<file path="src/rtl/nibble_loader.sv">
// nibble_loader: serial-to-parallel front end for the 4-bit datapath stage.
// A frame is one start (with its mode bit) followed by four qualified serial
// bits. The finished word is presented on b0..b3/s under a valid/ready
// handshake.
//
// Ports
//   clk, rst        clock, asynchronous active-high reset
//   start, mode_in  frame request and its select bit
//   sdi, sdi_valid  serial data and qualifier (sampled only in SHIFT)
//   busy            state != IDLE
//   b0..b3, s       registered parallel word and select
//   out_valid       word is complete and stable
//   out_ready       downstream accepts when out_valid & out_ready
//   frame_cnt       accepted frames, wraps modulo 2^CNT_W
//   err_start       one-cycle pulse for every start that could not be taken
//
// state | meaning
// IDLE  | waiting for start
// SHIFT | collecting four valid serial bits
// HOLD  | word presented, waiting for out_ready
module nibble_loader #(
  parameter int LSB_FIRST = 1,
  parameter int CNT_W     = 8
) (
  input  logic             clk,
  input  logic             rst,
  input  logic             start,
  input  logic             mode_in,
  input  logic             sdi,
  input  logic             sdi_valid,
  output logic             busy,
  output logic             b0,
  output logic             b1,
  output logic             b2,
  output logic             b3,
  output logic             s,
  output logic             out_valid,
  input  logic             out_ready,
  output logic [CNT_W-1:0] frame_cnt,
  output logic             err_start
);

  typedef enum logic [1:0] {
    IDLE  = 2'd0,
    SHIFT = 2'd1,
    HOLD  = 2'd2
  } state_t;

  state_t             state_q, state_d;
  logic [1:0]         cnt_q, cnt_d;
  logic [3:0]         shift_q, shift_d;
  logic [3:0]         word_q, word_d;
  logic               mode_q, mode_d;
  logic               s_q, s_d;
  logic               out_valid_q, out_valid_d;
  logic [CNT_W-1:0]   frame_cnt_q, frame_cnt_d;
  logic               err_q, err_d;
  logic [1:0]         pos;

  // Bit slot for the current serial bit; MSB-first fills b3 down to b0.
  assign pos = (LSB_FIRST != 0) ? cnt_q : (2'd3 - cnt_q);

  always_ff @(posedge clk or posedge rst) begin
    if (rst) begin
      state_q     <= IDLE;
      cnt_q       <= 2'd0;
      shift_q     <= 4'd0;
      word_q      <= 4'd0;
      mode_q      <= 1'b0;
      s_q         <= 1'b0;
      out_valid_q <= 1'b0;
      frame_cnt_q <= '0;
      err_q       <= 1'b0;
    end else begin
      state_q     <= state_d;
      cnt_q       <= cnt_d;
      shift_q     <= shift_d;
      word_q      <= word_d;
      mode_q      <= mode_d;
      s_q         <= s_d;
      out_valid_q <= out_valid_d;
      frame_cnt_q <= frame_cnt_d;
      err_q       <= err_d;
    end
  end

  always_comb begin
    state_d     = state_q;
    cnt_d       = cnt_q;
    shift_d     = shift_q;
    word_d      = word_q;
    mode_d      = mode_q;
    s_d         = s_q;
    out_valid_d = out_valid_q;
    frame_cnt_d = frame_cnt_q;
    err_d       = 1'b0;

    case (state_q)
      IDLE: begin
        if (start) begin
          mode_d  = mode_in;
          cnt_d   = 2'd0;
          shift_d = 4'd0;
          state_d = SHIFT;
        end
      end

      SHIFT: begin
        if (start) err_d = 1'b1;
        if (sdi_valid) begin
          shift_d[pos] = sdi;
          cnt_d        = cnt_q + 2'd1;
          if (cnt_q == 2'd3) begin
            // Load straight from shift_d so the fourth bit lands this edge.
            word_d      = shift_d;
            s_d         = mode_q;
            out_valid_d = 1'b1;
            state_d     = HOLD;
          end
        end
      end

      HOLD: begin
        if (out_ready) begin
          out_valid_d = 1'b0;
          frame_cnt_d = frame_cnt_q + {{(CNT_W-1){1'b0}}, 1'b1};
          if (start) begin
            // Back-to-back frame: skip the IDLE cycle entirely.
            mode_d  = mode_in;
            cnt_d   = 2'd0;
            shift_d = 4'd0;
            state_d = SHIFT;
          end else begin
            state_d = IDLE;
          end
        end else if (start) begin
          err_d = 1'b1;
        end
      end

      default: begin
        state_d     = IDLE;
        out_valid_d = 1'b0;
      end
    endcase
  end

  assign busy      = (state_q != IDLE);
  assign b0        = word_q[0];
  assign b1        = word_q[1];
  assign b2        = word_q[2];
  assign b3        = word_q[3];
  assign s         = s_q;
  assign out_valid = out_valid_q;
  assign frame_cnt = frame_cnt_q;
  assign err_start = err_q;

endmodule

</file>
<file path="config.mk">
export PLATFORM = sky130hd
export DESIGN_NAME = nibble_loader
export DESIGN_NICKNAME = d
export VERILOG_FILES = /design/src/rtl/nibble_loader.sv
export SDC_FILE = /design/constraint.sdc
export NUM_CORES = 1
export LEC_CHECK = 0
export ABC_AREA = 1
export CELL_PAD_IN_SITES_DETAIL_PLACEMENT = 0
export CELL_PAD_IN_SITES_GLOBAL_PLACEMENT = 1
export CORE_AREA = 4 4 60 62
export CTS_BUF_LIST = sky130_fd_sc_hd__clkbuf_4
export DETAILED_ROUTE_END_ITERATION = 8
export DIE_AREA = 0 0 64 66
export GPL_ROUTABILITY_DRIVEN = 0
export PLACE_DENSITY_LB_ADDON = 0.1
export SLEW_MARGIN = 20
export SYNTH_ARGS = -nofsm -noshare
export SYNTH_HDL_FRONTEND = slang
export SYNTH_SLANG_ARGS = --single-unit
</file>
<file path="constraint.sdc">
create_clock -name clk -period 2.7 [get_ports clk]
set_clock_uncertainty 0.05 [all_clocks]
set_input_delay 0.54 -clock clk [delete_from_list [all_inputs] [get_ports clk]]
set_output_delay 0.54 -clock clk [all_outputs]
set_load 0.01 [all_outputs]
</file>
==> results.sh <==
export IMPL_dieArea_mm2=0.00422
export IMPL_max_freq_mhz=419
export IMPL_cts_buffer_depth=2
export IMPL_regToRegStartpoint="state_q[0]"
export IMPL_finalWorstPathRequiredPeriod_ns=2.39
export IMPL_drc_errors=0
export IMPL_clock_latency_ns=0.31
export IMPL_post_cts_resized=0
export IMPL_r2r_slack_ns=1.17
export IMPL_ys_ff_latch=23
export IMPL_synth_area_mm2=0.00127
export IMPL_synth_area_per_cell_um2=7.96
export IMPL_path_clk_slew_ns=0.14
export IMPL_root_buffer="clkbuf_4"
export IMPL_hold_violations=0
export IMPL_cap_violations=0
export IMPL_min_period_over_period=0.885
export IMPL_wl_per_cell_um=10.2
export IMPL_final_setup_viol_count=0
export IMPL_numCtsBuffers=3
export IMPL_slew_viol_final=0
export IMPL_ctsHoldBuffers=0
export IMPL_grt_pass1_vias=944
export IMPL_hold_start="shift_q[1]"
export IMPL_reg2reg_depth=8
export IMPL_status="complete, no violations"
export IMPL_power_density_mw_per_mm2=857
export IMPL_vias=987
export IMPL_die_x_um=64
export IMPL_hold_slack_ns=0.439
export IMPL_initial_utilization=0.418
export IMPL_r2r_end="shift_q[1]"
export IMPL_crit_start="state_q[0]"
export IMPL_dp_hpwl_um=1830
export IMPL_ios=23
export IMPL_rsz0062_at_grt="false"
export IMPL_gr_usage_all_layers=0.128
export IMPL_worstSetupEndpointType="primary output"
export IMPL_slew_limit_headroom=0.806
export IMPL_die_h_um=66
export IMPL_seq_area_frac_synth=0.455
export IMPL_drive_gt1_frac=0.0753
export IMPL_final_area_mm2=0.00158
export IMPL_antenna_cells=0
export IMPL_dr_first_iter_drc_count=69
export IMPL_ant_nets=0
export IMPL_nNetsFinal=205
export IMPL_required_ns=2.11
export IMPL_cp_start_kind="register"
export IMPL_clock_sinks=23
export IMPL_fp_row_count=20
export IMPL_fillCellCount=303
export IMPL_post_dp_cell_area_mm2=0.00155
export IMPL_post_route_util=0.521
export IMPL_drtPass1Iterations=4
export IMPL_syn_nets=177
export IMPL_crit_fanout=6
export IMPL_leakagePower_nw=0.813
export IMPL_coreArea_mm2=0.00303
export IMPL_cts_tree="yes"
export IMPL_critPathCapture="busy"
export IMPL_overflow=0
export IMPL_max_vdd_ir_drop_uv=447
export IMPL_area_growth_pct=24.7
export IMPL_tns_ns=0
export IMPL_cts_setup_buffers=0
export IMPL_synth_cell_type_count=18
export IMPL_synthCells=159
export IMPL_antenna_found_initial=0
export IMPL_viasPerCell=4.29
export IMPL_min_path_type="reg2reg"
export IMPL_postRouteWirelength_um=2360
export IMPL_htreeDepth=1
export IMPL_ys_warn_count=0
export IMPL_grt_max_degree=24
export IMPL_grt_pass1_wl_um=4230
export IMPL_arrival_ns=1.80
export IMPL_worstMarginPinSlew_ns=0.292
export IMPL_numPortBuffers=22
export IMPL_worstSetupPathType="reg2out"
==> synth_stat cells <==
| master | count | area (um2) |
|---|---|---|
| nor2_1 | 8 | 30.0 |
| xnor2_1 | 1 | 8.76 |
| inv_2 | 1 | 3.75 |
| or2_0 | 1 | 6.26 |
| a21oi_1 | 3 | 15.0 |
| nor2_4 | 2 | 22.5 |
| dfrtp_1 | 23 | 576 |
| inv_1 | 26 | 97.6 |
| xor2_1 | 2 | 17.5 |
| nand4_1 | 1 | 6.26 |
| o21ai_0 | 11 | 55.1 |
| nand3_2 | 1 | 10.0 |
| nand3_1 | 6 | 30.0 |
| nand2_1 | 57 | 214 |
| mux2_2 | 1 | 11.3 |
| nor2_2 | 1 | 6.26 |
| ha_1 | 11 | 138 |
| nand2_2 | 3 | 18.8 |
==> through the flow <==
stage	worst slack (ns)	instances	power, mW
floorplan	1.28	159	0.957
global placement	0.740	226	1.19
detailed placement	0.686	226	1.20
CTS	0.307	230	1.38
global route	0.210	230	1.50
finish	0.311	230	1.35
==> worst min path at each step <==
stage	depth (start not counted)	slack (ns)	to
4_1_cts	2	0.44	shift_q[1]
6_report	2	0.44	shift_q[1]
3_3_place_gp	2	0.40	shift_q[2]
2_1_floorplan	2	0.39	shift_q[0]
5_1_grt	2	0.46	shift_q[1]
3_5_place_dp	2	0.41	shift_q[1]
==> routing by layer <==
layer	vias up	part of all wire	wire length (um)	global-route usage
met5	-	0	0	0
met4	0	0.0076	18	0.0485
met3	2	0.032	75	0.0221
met2	15	0.46	1080	0.199
met1	434	0.50	1180	0.176
li1	536	-	-	-
==> placed cells by master, fill, tap and decap left out, types with 2 or more instances in the layout <==
master and instances:
nor2_4 2, xor2_1 2, ha_1 11, a21oi_1 3, nand2_2 3, clkdlybuf4s50_1 22
clkbuf_4 3, dfrtp_1 23, inv_1 26, nor2_1 8, o21ai_0 11, nand3_1 6
nand2_1 57
==> logic make-up after synthesis <==
logic type,synth area share
xor gates and xnor gates,0.0208
adders and majority gates,0.109
and+or+nand+nor,0.272
muxes,0.00889
buffers and inverters,0.0800
AOI/OAI and AO/OA,0.0553
DFF,0.455
==> report_power, final <==
part	internal [mW]	total, mW	leakage, nW	switching, mW
clock network	0.0565	0.165	0.0139	0.109
registers	0.451	0.539	0.296	0.0885
logic	0.290	0.648	0.503	0.358
total	0.797	1.35	0.813	0.556
==> layout make-up <==
type | count | area, um2 | area share
Inverter | 27 | 101 | 0.0642
Clock buffer | 3 | 22.5 | 0.0143
Multi-Input combinational cell | 109 | 589 | 0.373
Tap cell | 44 | 55.1 | 0.0349
Timing Repair Buffer | 23 | 228 | 0.144
Sequential cell | 23 | 576 | 0.365
Clock inverter | 1 | 7.51 | 0.00475
==> registers in the layout, indices dropped and copies added, names as in the netlist <==
| name | cells |
|---|---|
| shift_q | 3 |
| s | 1 |
| frame_cnt | 8 |
| state_q | 2 |
| mode_q | 1 |
| err_start | 1 |
| word_q | 4 |
| out_valid | 1 |
| cnt_q | 2 |
==> critical path: stages (launching register included) <==
cell and delay [ns]:
dfrtp_1 0.46, inv_1 0.13, ha_1 0.25, inv_1 0.11, clkdlybuf4s50_1 0.55
Note: power is estimated with default switching activity, not from simulation.
